[src/rtl/cdc_pkg.sv]
// ---------------------------------------------------------------------------
// cdc_pkg
// Shared constants and helpers for the CDC primitive family.
//   SYNC_FF_MIN / SYNC_FF_MAX : legal synchronizer depth range
//   CHANNELS_MIN / CHANNELS_MAX : legal channel count range
//   chan_mode_e               : per-channel decode mode (level / toggle)
//   edge_event()              : event decode for one channel
// ---------------------------------------------------------------------------
package cdc_pkg;

    localparam int SYNC_FF_MIN  = 2;
    localparam int SYNC_FF_MAX  = 10;
    localparam int CHANNELS_MIN = 1;
    localparam int CHANNELS_MAX = 32;

    typedef enum logic {
        MODE_LEVEL  = 1'b0,
        MODE_TOGGLE = 1'b1
    } chan_mode_e;

    // Level channels report rising edges only; toggle channels report any change.
    function automatic logic edge_event(input chan_mode_e mode,
                                        input logic       cur,
                                        input logic       prev);
        return (mode == MODE_TOGGLE) ? (cur ^ prev) : (cur & ~prev);
    endfunction

endpackage

[src/rtl/cdc_sync_chain.sv]
// ---------------------------------------------------------------------------
// cdc_sync_chain
// WIDTH-bit wide, DEPTH-deep flop chain for bringing asynchronous signals
// into clk. Every stage carries ASYNC_REG so placement keeps the flops
// together and timing tools treat them as a synchronizer.
// Ports:
//   clk   : destination clock
//   reset : synchronous, active-high; clears every stage
//   d_i   : asynchronous input bits
//   q_o   : synchronized output (last stage)
// ---------------------------------------------------------------------------
module cdc_sync_chain #(
    parameter int WIDTH = 1,
    parameter int DEPTH = 2
) (
    input  logic             clk,
    input  logic             reset,
    input  logic [WIDTH-1:0] d_i,
    output logic [WIDTH-1:0] q_o
);

    for (genvar gi = 0; gi < DEPTH; gi++) begin : g_stage
        (* ASYNC_REG = "TRUE" *) logic [WIDTH-1:0] stage_q;
        logic [WIDTH-1:0] stage_d;

        if (gi == 0) begin : g_first
            assign stage_d = d_i;
        end else begin : g_next
            assign stage_d = g_stage[gi-1].stage_q;
        end

        always_ff @(posedge clk) begin
            if (reset) begin
                stage_q <= '0;
            end else begin
                stage_q <= stage_d;
            end
        end
    end

    assign q_o = g_stage[DEPTH-1].stage_q;

endmodule

[src/rtl/cdc_event_sync.sv]
// ---------------------------------------------------------------------------
// cdc_event_sync
// Synchronizes CHANNELS asynchronous inputs, turns level edges or toggles
// into one-cycle pulses, and presents them as a valid/ready event word.
// Events arriving while the consumer stalls are OR-merged into an
// accumulator; a sticky per-channel overflow flag marks merged (lost) events.
// Ports:
//   clk, reset   : clock and synchronous active-high reset
//   async_in     : asynchronous inputs
//   sync_out     : synchronized level of async_in
//   pulse        : registered one-cycle event strobe per channel
//   event_data   : captured event bitmap (valid with event_valid)
//   event_valid  : event_data holds at least one event
//   event_ready  : consumer accepts event_data this cycle
//   overflow     : sticky per-channel event-loss flag
//   clr_overflow : clears overflow (a simultaneous new loss still sets)
// ---------------------------------------------------------------------------
module cdc_event_sync
    import cdc_pkg::*;
#(
    parameter int                  CHANNELS    = 4,
    parameter int                  SYNC_FF     = 4,
    parameter logic [CHANNELS-1:0] TOGGLE_MODE = '0
) (
    input  logic                clk,
    input  logic                reset,
    input  logic [CHANNELS-1:0] async_in,
    output logic [CHANNELS-1:0] sync_out,
    output logic [CHANNELS-1:0] pulse,
    output logic [CHANNELS-1:0] event_data,
    output logic                event_valid,
    input  logic                event_ready,
    output logic [CHANNELS-1:0] overflow,
    input  logic                clr_overflow
);

    if (SYNC_FF < SYNC_FF_MIN || SYNC_FF > SYNC_FF_MAX) begin : g_bad_sync_ff
        $error("cdc_event_sync: SYNC_FF out of range");
    end
    if (CHANNELS < CHANNELS_MIN || CHANNELS > CHANNELS_MAX) begin : g_bad_channels
        $error("cdc_event_sync: CHANNELS out of range");
    end

    localparam int                WARM_W    = $clog2(SYNC_FF + 2);
    localparam logic [WARM_W-1:0] WARM_INIT = WARM_W'(SYNC_FF + 1);

    logic [CHANNELS-1:0] sync_w;
    logic [CHANNELS-1:0] edge_w;
    logic [CHANNELS-1:0] merged_w;
    logic [CHANNELS-1:0] lost_w;

    logic [WARM_W-1:0]   warm_q,  warm_d;
    logic [CHANNELS-1:0] prev_q;
    logic [CHANNELS-1:0] pulse_q, pulse_d;
    logic [CHANNELS-1:0] data_q,  data_d;
    logic                valid_q, valid_d;
    logic [CHANNELS-1:0] acc_q,   acc_d;
    logic [CHANNELS-1:0] ovf_q,   ovf_d;

    cdc_sync_chain #(
        .WIDTH (CHANNELS),
        .DEPTH (SYNC_FF)
    ) u_sync (
        .clk   (clk),
        .reset (reset),
        .d_i   (async_in),
        .q_o   (sync_w)
    );

    for (genvar gi = 0; gi < CHANNELS; gi++) begin : g_edge
        assign edge_w[gi] = edge_event(chan_mode_e'(TOGGLE_MODE[gi]), sync_w[gi], prev_q[gi]);
    end

    assign merged_w = acc_q | pulse_q;

    always_comb begin
        // Warm-up: pulses are suppressed until the counter reaches zero, while
        // prev_q keeps tracking sync_out so a level already present at reset
        // never looks like an edge.
        warm_d  = (warm_q != '0) ? (warm_q - WARM_W'(1)) : warm_q;
        pulse_d = (warm_q == '0) ? edge_w : '0;

        data_d  = data_q;
        valid_d = valid_q;
        acc_d   = acc_q;
        lost_w  = '0;

        if (!valid_q) begin
            if (pulse_q != '0) begin
                data_d  = pulse_q;
                valid_d = 1'b1;
            end
        end else if (event_ready) begin
            // Accepted: refill straight from the accumulator plus this cycle's
            // events so a continuous stream has no bubble.
            acc_d = '0;
            if (merged_w != '0) begin
                data_d = merged_w;
            end else begin
                valid_d = 1'b0;
                data_d  = '0;
            end
        end else begin
            // Stalled: event_data is frozen, new events merge into acc.
            acc_d  = merged_w;
            lost_w = pulse_q & acc_q;
        end

        ovf_d = (clr_overflow ? '0 : ovf_q) | lost_w;
    end

    always_ff @(posedge clk) begin
        if (reset) begin
            warm_q  <= WARM_INIT;
            prev_q  <= '0;
            pulse_q <= '0;
            data_q  <= '0;
            valid_q <= 1'b0;
            acc_q   <= '0;
            ovf_q   <= '0;
        end else begin
            warm_q  <= warm_d;
            prev_q  <= sync_w;
            pulse_q <= pulse_d;
            data_q  <= data_d;
            valid_q <= valid_d;
            acc_q   <= acc_d;
            ovf_q   <= ovf_d;
        end
    end

    assign sync_out    = sync_w;
    assign pulse       = pulse_q;
    assign event_data  = data_q;
    assign event_valid = valid_q;
    assign overflow    = ovf_q;

endmodule

[config.mk]
export PLATFORM = sky130hd
export DESIGN_NAME = cdc_event_sync
export DESIGN_NICKNAME = d
export VERILOG_FILES = /design/src/rtl/cdc_pkg.sv /design/src/rtl/cdc_sync_chain.sv /design/src/rtl/cdc_event_sync.sv
export SDC_FILE = /design/constraint.sdc
export NUM_CORES = 1
export LEC_CHECK = 0
export BUFFER_PORTS_ARGS = -buffer_cell sky130_fd_sc_hd__buf_2
export CORE_MARGIN = 1
export CORE_UTILIZATION = 45
export DETAILED_ROUTE_END_ITERATION = 7
export GPL_TIMING_DRIVEN = 0
export HOLD_SLACK_MARGIN = 0.02
export PLACE_DENSITY = 0.79
export SYNTH_ARGS = -nofsm -noshare
export SYNTH_HDL_FRONTEND = slang
export SYNTH_SLANG_ARGS = --single-unit
[constraint.sdc]
create_clock -name clk -period 3.3 [get_ports clk]
set_input_delay 0.33 -clock clk [delete_from_list [all_inputs] [get_ports clk]]
set_output_delay 0.33 -clock clk [all_outputs]
set_load 0.01 [all_outputs]
**Word level (Yosys, flattened, before mapping)**

Index checks and enable logic that the tools add are counted.

- Register bits after elaboration: 40
- Output and inout port bits: 17

- $add $sub $neg: 1
- Equality and inequality tests: 1
- Multiplexer cells: 12
- Bitwise operators: 12
- Reduce and logical (&&, ||, !) cells: 7

Operator list:

| kind | count |
|---|---|
| $mux W4 | 8 |
| $or A4 B4 Y4 | 2 |
| $reduce_bool A4 Y1 | 2 |
| $not A1 Y1 | 5 |
| $and A1 B1 Y1 | 4 |
| $and A4 B4 Y4 | 1 |
| $mux W1 | 4 |
| $logic_not A3 Y1 | 1 |
| $reduce_bool A3 Y1 | 1 |
| $sub A3 B1 Y3 const B | 1 |
| $ne A2 B2 Y1 const B | 1 |
| $reduce_and A2 Y1 | 1 |
| $reduce_bool A2 Y1 | 1 |
| $reduce_or A2 Y1 | 1 |

**Longest topological paths before layout**

Gate-level depths: netlist of the first run.

- Depth after elaboration: 5
- Gate-level depth with buffers: 6
- Mapped depth without buffers: 5

**Hierarchy**

A second synthesis of the first run with hierarchy kept.

- Cell total of the unflattened synthesis: 126
- Area total of the unflattened synthesis: 1416.4 um^2

Modules (own cells, without submodules):

| module | instances | cells an instance | area each (um^2) | seq. area each (um^2) |
|---|---|---|---|---|
| cdc_event_sync | 1 | 93 | 952.2 | 480.5 |
| cdc_sync_chain | 1 | 33 | 464.2 | 320.3 |

**Worst setup path before layout of the first run**

OpenSTA, ideal clock, no wires.

- Kind: reg2reg
- Start: reg acc_q[0]
- End: reg valid_q, in the netlist event_valid
- Arrival time: 983 ps
- Required time: 3173 ps
- Path slack: 2190 ps
- Stages on the path, launching flop included: 4
- Period minus slack after synthesis: 1110 ps
- Cell sequence: dfxtp_1 > or4b_1 > o21ai_1 > a21oi_1

- Longest elaborated chain between the ends: 5

Ends and longest elaborated chain:

| what | line | RTL |
|---|---|---|
| from (decl) | cdc_event_sync.sv:57 | `logic [CHANNELS-1:0] acc_q, acc_d;` |
| from (signal assigned) | cdc_event_sync.sv:119 | `acc_q <= '0;` |
| from (signal assigned) | cdc_event_sync.sv:127 | `acc_q <= acc_d;` |
| $or A4 B4 Y4 | cdc_event_sync.sv:74 | `assign merged_w = acc_q \| pulse_q;` |
| $reduce_bool A4 Y1 | cdc_event_sync.sv:97 | `if (merged_w != '0) begin` |
| $mux W1 | cdc_event_sync.sv:97 |  |
| $mux W1 | cdc_event_sync.sv:93 | `end else if (event_ready) begin` |
| $mux W1 | cdc_event_sync.sv:88 | `if (!valid_q) begin` |
| to (signal assigned) | cdc_event_sync.sv:126 | `valid_q <= valid_d;` |
| to (decl) | cdc_event_sync.sv:56 | `logic valid_q, valid_d;` |

No other way between the ends.
A chain may end at the register's enable or synchronous reset.

**Final worst setup path of the first run**

- Start: reg valid_q, in the netlist event_valid
- End: out event_valid

RTL lines:

| what | line | RTL |
|---|---|---|
| to (decl) | cdc_event_sync.sv:31 | `output logic event_valid,` |

No word-level cell between the ends.

==> flow_metrics.py, run 1 <==
metrics = {
    "outcome": {
        "status": "finished with violations",
        "violations": "DRC",
    },
    "setup_path": {
        "r2r-end": "warm_q[1]$_SDFFE_PP0P_",
        "worstPathCellList": "buf_2",
        "cp_slowest_cell": "dfxtp_1",
        "critPathTopFamily": "flip-flops",
        "crit_arrival_ns": 1.01,
        "crit_fanout": 7,
        "crit_buf_inv": 1,
        "r2r_start": "warm_q[0]$_SDFFE_PP1P_",
        "path_class": "reg2out",
        "r2r_cells": 6,
        "cp-end-kind": "primary output",
        "start_kind": "flop",
        "critPathMaxStageDelay_ns": 0.49,
        "ff2ff_setup_slack_ns": 2.05,
        "required_ns": 2.97,
    },
    "detailed_routing": {
        "viasPerCell": 5.19,
        "route.detailed.drc": 1,
        "dr_total_vias": 996,
        "ant_nets": 0,
        "finalWirelength_mm": 2.32,
        "firstDrtPassIters": 6,
        "wl_per_cell_um": 12.1,
        "drtIter0Drc": 44,
    },
    "die": {
        "die_x_um": 57.7,
        "num_io_pins": 25,
        "die_y_um": 57.7,
        "fp.dieArea_um2": 3330,
        "initial_core_util_pct": 48.9,
        "rows": 19,
        "core_um2": 2850,
    },
    "timing": {
        "setup_tns_ns": 0,
        "fin_skew_ns": 0.0139,
        "layout_min_cycle_time_ns": 1.34,
        "timing.hold.ws_ns": 0.195,
        "finalCritPeriodShare_pct": 40.7,
        "max_slew_margin_pct": 72.3,
        "hold_viol": 0,
        "rsz0062_at_grt": "no",
        "max_freq_mhz": 745,
        "setup_viol": 0,
        "slew_violations": 0,
        "fin_ws_ns": 1.96,
        "worstMarginPinSlew_ns": 0.415,
    },
    "logic_synthesis": {
        "ys_async_sr_fraction_pct": 0,
        "avgSynthCellArea_um2": 10.8,
        "synth-edff-count": 0,
        "synth.area.top_cells": "dfxtp_1, nor2b_1, nor4b_2",
        "syn_area_um2": 1400,
        "synth.ff_latch_count": 40,
        "syn_inst": 129,
        "synth_most_common_cell": "dfxtp_1",
        "synth_cell_types": 25,
        "synth_flop_cell": "dfxtp_1",
        "ys_seq_area_share_pct": 57.3,
        "netlist_top_cells_count": "dfxtp_1, nor2b_1, nor2_1",
        "yosysWarnings": 0,
        "synth_top_area_share_pct": 57.3,
        "yosys.area.top_type": "dfxtp_1",
        "synth_fp_nets": 139,
    },
    "clocking": {
        "clk_pin_slew_ns": 0.12,
        "h-tree-depth": 2,
        "post-cts-setup-buffer-count": 0,
        "ctsResizeCount": 0,
        "clockBufferDepth": 2,
        "clk_latency_ns": 0.34,
        "cts_tree": "built",
        "cts_root_buf": "clkbuf_4",
        "clock-sinks": 40,
        "hold_buffers": 0,
        "cts_buffers": 5,
    },
    "final_layout": {
        "area_delta_synth_final_pct": 17.1,
        "final_nets": 170,
        "antenna_cells": 0,
        "drive_above_1_share_pct": 28.0,
        "seqCellArea_um2": 801,
        "num-fill-cells": 265,
        "multiInputGateArea_um2": 514,
        "stdcell_area_um2": 1640,
        "post-route-util_pct": 57.3,
        "instances_no_fill": 192,
    },
    "pwr": {
        "swShare_pct": 21.3,
        "pwr-share-comb_pct": 5.8,
        "switching_power_mw": 0.184,
        "ir_drop_v": 0.000312,
        "power_density_nw_per_um2": 528,
        "seqPwrFrac_pct": 58.3,
        "leakage_nw": 0.711,
        "power.total_mw": 0.863,
        "p_int_mw": 0.679,
        "clockPowerShare_pct": 35.9,
    },
    "global_route": {
        "grt_pass1_wl_mm": 3.89,
        "overflow": 0,
        "grt_max_degree": 14,
        "first_global_vias": 955,
        "grtUsageTotal_pct": 15.3,
        "antenna_found_initial": 0,
    },
    "worst_hold_path": {
        "hold_end": "u_sync.g_stage[0].stage_q[1]$_SDFF_PP0_",
        "min-delay-start": "async_in[1]",
        "hp-class": "in2reg",
        "whs_path_depth": 2,
    },
    "place": {
        "dp_hpwl_mm": 1.68,
        "placed_cell_area_um2": 1560,
        "pre_cts_slack_ns": 2.03,
        "gp_congestion": 0.779,
        "placed_cells_incl_taps": 184,
        "io_buffer_count": 24,
    },
    "job": {
        "drv_cap": 0,
    },
}
per-layer routing:
| metal | track usage [%] | vias up | part of all wire (%) |
|---|---|---|---|
| li1 | - | 506 | - |
| met1 | 16.3 | 459 | 46 |
| met2 | 27.1 | 29 | 49 |
| met3 | 6.03 | 2 | 4.7 |
| met4 | 6.46 | 0 | 0.69 |
| met5 | 0 | - | 0 |
power groups by stage:
stage / Sequential [mW] / Combinational (mW) / Clock (mW)
after CTS: 0.503 / 0.0506 / 0.321
after global placement: 0.513 / 0.0478 / 0
after global routing: 0.505 / 0.0576 / 0.336
after detailed placement: 0.514 / 0.0504 / 0
final: 0.503 / 0.0500 / 0.310
after floorplan: 0.513 / 0.0364 / 0
placed cells by master (no fill, tap or decap):
cell / netlist / routed
clkinvlp_4: 0 / 1
a21oi_1: 6 / 6
or3b_1: 3 / 3
o22ai_1: 1 / 1
o21ai_0: 3 / 3
nor2_1: 9 / 9
o21ai_1: 1 / 1
inv_1: 4 / 4
buf_6: 2 / 2
xnor2_1: 1 / 1
o31ai_1: 1 / 1
nor2b_1: 21 / 21
a211oi_1: 5 / 5
nor3_1: 4 / 4
nor4_1: 1 / 1
nor3b_1: 4 / 4
clkbuf_4: 0 / 5
ha_1: 2 / 2
clkbuf_1: 1 / 1
or4b_1: 1 / 1
a21o_1: 1 / 1
bufinv_16: 0 / 1
nand2b_1: 3 / 3
dfxtp_1: 40 / 40
clkinv_2: 0 / 1
buf_4: 2 / 2
nor4b_2: 4 / 4
a32oi_1: 4 / 4
buf_2: 5 / 29
state kept, by name, indices dropped and copies added (netlist names):
name / count
u_sync.g_stage.stage_q: 12
acc_q: 4
event_data: 4
overflow: 4
prev_q: 4
pulse: 4
u_sync.q_o: 4
warm_q: 3
event_valid: 1
worst max path at each step:
| stage | startpoint | endpoint | slack, ns | cells past startpoint |
|---|---|---|---|---|
| floorplan | acc_q[0]$_SDFFE_PP0P_ | event_valid$_SDFF_PP0_ | 2.19 | 3 |
| global placement | event_ready | event_data[2]$_SDFFE_PP0P_ | 2.08 | 5 |
| detailed placement | event_ready | event_data[2]$_SDFFE_PP0P_ | 2.03 | 5 |
| CTS | event_valid$_SDFF_PP0_ | event_valid | 1.95 | 1 |
| global route | event_valid$_SDFF_PP0_ | event_valid | 1.89 | 1 |
| finish | event_valid$_SDFF_PP0_ | event_valid | 1.96 | 1 |
layout make-up:
type / count / share of cell area (%)
sequential: 40 / 49.0
multi-input combinational: 75 / 31.4
timing repair buffer: 24 / 7.35
buffer: 10 / 4.06
clock inverter: 3 / 2.60
tap: 31 / 2.37
clock buffer: 5 / 2.30
inverter: 4 / 0.918
cell families after synthesis:
| group | after synthesis | share of synthesized area, % |
|---|---|---|
| AND/OR/NAND/NOR | 50 | 24.1 |
| adder cells (fa/ha/maj) | 2 | 1.79 |
| AO/OA/AOI/OAI | 22 | 10.3 |
| flip-flops | 40 | 57.3 |
| buffers and inverters | 14 | 5.82 |
| XOR/XNOR | 1 | 0.627 |
(Power assumes the default switching activity.)
==> inputs of run 2 (changes only) <==
==> constraint.sdc (replaced) <==
create_clock -name clk -period 1.4 [get_ports clk]
set_input_delay 0.14 -clock clk [delete_from_list [all_inputs] [get_ports clk]]
set_output_delay 0.14 -clock clk [all_outputs]
set_load 0.01 [all_outputs]
==> flow_metrics.py, run 2 (same netlist as run 1, synthesis figures left out) <==
metrics = {
    "place": {
        "io_buffer_count": 24,
        "dp_hpwl_mm": 1.68,
        "placed_cells_incl_taps": 184,
        "placed_cell_area_um2": 1560,
        "gp_congestion": 0.779,
        "pre_cts_slack_ns": 0.158,
    },
    "setup_path": {
        "crit_arrival_ns": 1.49,
        "critPathMaxStageDelay_ns": 0.38,
        "r2r-end": "warm_q[1]$_SDFFE_PP0P_",
        "r2r_start": "warm_q[0]$_SDFFE_PP1P_",
        "crit_fanout": 7,
        "cp-end-kind": "flop",
        "r2r_cells": 6,
        "path_class": "reg2reg",
        "ff2ff_setup_slack_ns": 0.16,
        "cp_slowest_cell": "dfxtp_1",
        "worstPathCellList": "inv_1, ha_1, nand2b_1, buf_2, nor2_1, a211oi_2",
        "start_kind": "flop",
        "required_ns": 1.65,
    },
    "detailed_routing": {
        "wl_per_cell_um": 12.2,
        "dr_total_vias": 1015,
        "finalWirelength_mm": 2.38,
        "firstDrtPassIters": 6,
        "route.detailed.drc": 1,
        "ant_nets": 0,
        "viasPerCell": 5.18,
        "drtIter0Drc": 32,
    },
    "final_layout": {
        "area_delta_synth_final_pct": 20.3,
        "instances_no_fill": 196,
        "final_common_cell": "dfxtp_1",
        "post-route-util_pct": 58.9,
        "stdcell_area_um2": 1680,
        "final_cell_mix": "dfxtp_1, buf_2, nor2b_1",
        "num-fill-cells": 261,
        "antenna_cells": 0,
        "regMostFlops": "u_sync.g_stage.stage_q",
        "final_nets": 174,
        "seqCellArea_um2": 801,
        "drive_above_1_share_pct": 27.9,
        "largest_reg_flops": 12,
        "multiInputGateArea_um2": 519,
    },
    "timing": {
        "setup_viol": 0,
        "slew_violations": 0,
        "rsz0062_at_grt": "no",
        "fin_ws_ns": 0.163,
        "setup_tns_ns": 0,
        "max_freq_mhz": 808,
        "hold_viol": 0,
        "worstMarginPinSlew_ns": 0.405,
        "fin_skew_ns": 0.0139,
        "timing.hold.ws_ns": 0.0419,
        "layout_min_cycle_time_ns": 1.24,
        "finalCritPeriodShare_pct": 88.3,
        "max_slew_margin_pct": 73.0,
    },
    "worst_hold_path": {
        "hold_end": "prev_q[2]$_SDFF_PP0_",
        "whs_path_depth": 2,
        "hp-class": "in2reg",
        "min-delay-start": "reset",
    },
    "outcome": {
        "violations": "DRC",
        "status": "finished with violations",
    },
    "global_route": {
        "antenna_found_initial": 0,
        "grt_pass1_wl_mm": 3.92,
        "first_global_vias": 967,
        "grt_max_degree": 14,
        "grtUsageTotal_pct": 15.4,
        "overflow": 0,
    },
    "die": {
        "core_um2": 2850,
        "rows": 19,
        "die_y_um": 57.7,
        "die_x_um": 57.7,
        "fp.dieArea_um2": 3330,
        "num_io_pins": 25,
        "initial_core_util_pct": 48.9,
    },
    "pwr": {
        "ir_drop_v": 0.000750,
        "leakage_nw": 0.729,
        "power.total_mw": 2.05,
        "power_density_nw_per_um2": 1220,
    },
    "clocking": {
        "cts_buffers": 5,
        "h-tree-depth": 2,
        "cts_root_buf": "clkbuf_4",
        "cts_tree": "built",
        "clk_latency_ns": 0.34,
        "clk_pin_slew_ns": 0.12,
        "clockBufferDepth": 2,
        "clock-sinks": 40,
    },
    "job": {
        "drv_cap": 0,
    },
}
==> run 2: worst max path at each step <==
stage	start	endpoint	slack, ns	cells past startpoint
detailed placement	warm_q[0]$_SDFFE_PP1P_	warm_q[1]$_SDFFE_PP0P_	0.16	6
CTS	warm_q[0]$_SDFFE_PP1P_	warm_q[1]$_SDFFE_PP0P_	0.11	6
floorplan	acc_q[0]$_SDFFE_PP0P_	event_valid$_SDFF_PP0_	0.29	3
global placement	acc_q[0]$_SDFFE_PP0P_	event_valid$_SDFF_PP0_	0.24	3
global route	warm_q[0]$_SDFFE_PP1P_	warm_q[1]$_SDFFE_PP0P_	0.06	6
finish	warm_q[0]$_SDFFE_PP1P_	warm_q[1]$_SDFFE_PP0P_	0.16	6
==> run 2: layer usage <==
metal | vias to the layer above | track usage, % | share of wire [%] | routed length [um]
met5 | - | 0 | 0 | 0
met1 | 470 | 16.3 | 45 | 1080
met4 | 0 | 6.46 | 0.71 | 17
met3 | 2 | 6.03 | 4.7 | 113
met2 | 29 | 27.4 | 49 | 1170
li1 | 514 | - | - | -
==> run 2: what timing repair did <==
action	CTS	global route
hold endpoints to repair	3	1
hold buffers	3	1
resized for setup	0	1
setup buffers	0	0
endpoints found under the setup margin	0	1
==> run 2: layout make-up <==
cell class	count	share of cell area, %
plain buffers	10	3.95
clock buffers	5	2.23
clock inverters	3	2.53
inverters	4	0.894
multi-input cells	75	30.9
flip-flops and latches	40	47.7
well taps	31	2.31
repair buffers	28	9.53
==> run 2: power breakdown <==
group | total (mW) | switching [mW] | internal [mW]
logic | 0.133 | 0.0665 | 0.0669
registers | 1.19 | 0.0145 | 1.17
clock network | 0.731 | 0.358 | 0.372
total | 2.05 | 0.439 | 1.61
==> run 2: critical path: cells and delay by family, from the launching register on <==
family / cells / cell delay, ns
fa+ha+maj: 1 / 0.21
compound gates: 1 / 0.19
simple gates: 2 / 0.13
buf+inv: 2 / 0.25
flops: 1 / 0.38
==> inputs of run 3 (changes only) <==
--- a/config.mk
+++ b/config.mk
@@ -5,9 +5,11 @@
 export SDC_FILE = /design/constraint.sdc
 export NUM_CORES = 1
 export LEC_CHECK = 0
+export ABC_AREA = 1
 export BUFFER_PORTS_ARGS = -buffer_cell sky130_fd_sc_hd__buf_2
 export CORE_MARGIN = 1
 export CORE_UTILIZATION = 45
+export CTS_CLUSTER_SIZE = 28
 export DETAILED_ROUTE_END_ITERATION = 7
 export GPL_TIMING_DRIVEN = 0
 export HOLD_SLACK_MARGIN = 0.02
==> flow_metrics.py, run 3 <==
metrics = {
    "final_layout": {
        "multiInputGateArea_um2": 422,
        "drive_above_1_share_pct": 19.2,
        "largest_reg_flops": 12,
        "stdcell_area_um2": 1670,
        "regMostFlops": "u_sync.g_stage.stage_q",
        "antenna_cells": 0,
        "num-fill-cells": 263,
        "instances_no_fill": 234,
        "final_nets": 212,
        "post-route-util_pct": 58.6,
        "final_cell_mix": "dfxtp_1, inv_1, nor2_1",
        "final_common_cell": "dfxtp_1",
        "seqCellArea_um2": 801,
        "area_delta_synth_final_pct": 20.2,
    },
    "global_route": {
        "antenna_found_initial": 0,
        "met1_usage_pct": 17.2,
        "grt_max_degree": 13,
        "first_global_vias": 941,
        "grt_util_met3_pct": 6.80,
        "grt_util_met2_pct": 25.1,
        "overflow": 0,
        "grtUsageTotal_pct": 15.5,
        "grt_pass1_wl_mm": 3.77,
        "busiest_layer": "met2",
    },
    "clocking": {
        "clk_latency_ns": 0.34,
        "cts_root_buf": "clkbuf_4",
        "post-cts-setup-buffer-count": 0,
        "cts_tree": "built",
        "clock-sinks": 40,
        "clk_pin_slew_ns": 0.11,
        "clockBufferDepth": 2,
        "h-tree-depth": 2,
        "cts_buffers": 5,
    },
    "setup_path": {
        "r2r_start": "warm_q[0]$_SDFFE_PP1P_",
        "required_ns": 1.64,
        "r2r_cells": 7,
        "start_kind": "flop",
        "ff2ff_setup_slack_ns": 0.24,
        "crit_arrival_ns": 1.40,
        "r2r-end": "warm_q[0]$_SDFFE_PP1P_",
        "path_class": "reg2reg",
        "crit_fanout": 4,
        "cp-end-kind": "flop",
    },
    "timing": {
        "fin_skew_ns": 0.00690,
        "max_slew_margin_pct": 88.2,
        "rsz0062_at_grt": "no",
        "max_freq_mhz": 862,
        "hold_viol": 0,
        "worstMarginPinSlew_ns": 0.176,
        "setup_viol": 0,
        "layout_min_cycle_time_ns": 1.16,
        "slew_violations": 0,
        "fin_ws_ns": 0.240,
        "finalCritPeriodShare_pct": 82.9,
        "setup_tns_ns": 0,
    },
    "detailed_routing": {
        "viasPerCell": 4.45,
        "dr_total_vias": 1042,
        "route.detailed.drc": 3,
        "firstDrtPassIters": 8,
        "ant_nets": 0,
        "wl_per_cell_um": 9.50,
        "drtIter0Drc": 41,
        "finalWirelength_mm": 2.22,
    },
    "die": {
        "rows": 19,
        "fp.dieArea_um2": 3320,
        "num_io_pins": 25,
        "die_x_um": 57.6,
        "die_y_um": 57.6,
        "initial_core_util_pct": 48.7,
        "core_um2": 2850,
    },
    "place": {
        "dp_hpwl_mm": 1.51,
        "placed_cells_incl_taps": 221,
        "gp_congestion": 0.847,
        "pre_cts_slack_ns": 0.248,
        "placed_cell_area_um2": 1540,
        "io_buffer_count": 23,
    },
    "logic_synthesis": {
        "synth_flop_cell": "dfxtp_1",
        "synth-edff-count": 0,
        "syn_inst": 167,
        "synth.ff_latch_count": 40,
        "avgSynthCellArea_um2": 8.32,
        "ys_seq_area_share_pct": 57.6,
        "synth_fp_nets": 177,
        "syn_area_um2": 1390,
        "synth_most_common_cell": "dfxtp_1",
        "ys_async_sr_fraction_pct": 0,
        "synth_cell_types": 18,
        "netlist_top_cells_count": "dfxtp_1, inv_1, nor2_1",
        "yosys.area.top_type": "dfxtp_1",
        "yosysWarnings": 0,
        "synth.area.top_cells": "dfxtp_1, inv_1, nor2_1",
        "synth_top_area_share_pct": 57.6,
    },
    "pwr": {
        "power_density_nw_per_um2": 1230,
        "ir_drop_v": 0.000656,
        "leakage_nw": 0.810,
    },
    "job": {
        "drv_cap": 0,
    },
    "worst_hold_path": {
        "hold_end": "overflow[2]$_SDFF_PP0_",
        "min-delay-start": "clr_overflow",
        "hp-class": "in2reg",
        "whs_path_depth": 4,
    },
    "outcome": {
        "violations": "DRC",
        "status": "finished with violations",
    },
}
-- run 3: routing by layer --
layer	share of wire, %	routed length, um
met1	47	1040
met2	44	988
met3	6.5	145
met4	2.2	48
met5	0	0
-- run 3: worst max-delay path: stages, from the launching register on --
cell     delay (ns)
dfxtp_1        0.31
inv_1          0.09
ha_1           0.15
inv_1          0.03
nor2_1         0.15
inv_1          0.10
a21oi_1        0.13
o21ai_0        0.09
-- run 3: repair_timing --
action / in CTS / in global routing
endpoints found under the hold margin: 9 / 0
gates resized for setup: 0 / 0
hold buffers: 5 / 0
-- run 3: report_power, final --
group	leakage (nW)	internal [mW]	total, mW	switching (mW)
Clock	0.0422	0.374	0.729	0.355
Sequential	0.325	1.18	1.19	0.0158
Combinational	0.442	0.0583	0.129	0.0706
Total	0.810	1.61	2.05	0.441
-- run 3: per-stage QoR --
step | hold slack, ns | power [mW]
CTS | 0.0645 | 2.08
global placement | 0.338 | 1.33
global route | 0.0927 | 2.15
detailed placement | 0.355 | 1.34
floorplan | 0.247 | 1.31
finish | 0.0797 | 2.05
-- run 3: how the worst max path moves through the flow --
stage	slack, ns	depth (start not counted)	to	start
4_1_cts	0.23	7	warm_q[0]$_SDFFE_PP1P_	warm_q[0]$_SDFFE_PP1P_
2_1_floorplan	0.36	7	warm_q[0]$_SDFFE_PP1P_	warm_q[0]$_SDFFE_PP1P_
6_report	0.24	7	warm_q[0]$_SDFFE_PP1P_	warm_q[0]$_SDFFE_PP1P_
3_3_place_gp	0.29	7	warm_q[1]$_SDFFE_PP0P_	warm_q[0]$_SDFFE_PP1P_
3_5_place_dp	0.25	7	warm_q[0]$_SDFFE_PP1P_	warm_q[0]$_SDFFE_PP1P_
5_1_grt	0.03	7	warm_q[1]$_SDFFE_PP0P_	warm_q[0]$_SDFFE_PP1P_
-- run 3: logic make-up (layout without fill, tap and decap cells) --
| logic type | Yosys count | count (layout) | share of synthesized area, % |
|---|---|---|---|
| AO/OA/AOI/OAI | 20 | 20 | 7.56 |
| adder cells (fa/ha/maj) | 2 | 2 | 1.80 |
| XOR/XNOR | 1 | 1 | 0.630 |
| AND/OR/NAND/NOR | 64 | 64 | 20.3 |
| buffers and inverters | 40 | 76 | 12.1 |
| flip-flops | 40 | 40 | 57.6 |
-- run 3: area by class of cell --
cell class	instances	area share, %
inverter	36	8.09
clock inverter	2	2.10
tap	31	2.32
timing repair buffer	28	9.89
clock buffer	6	2.47
buffer	4	1.95
sequential	40	47.9
multi-input combinational	87	25.2
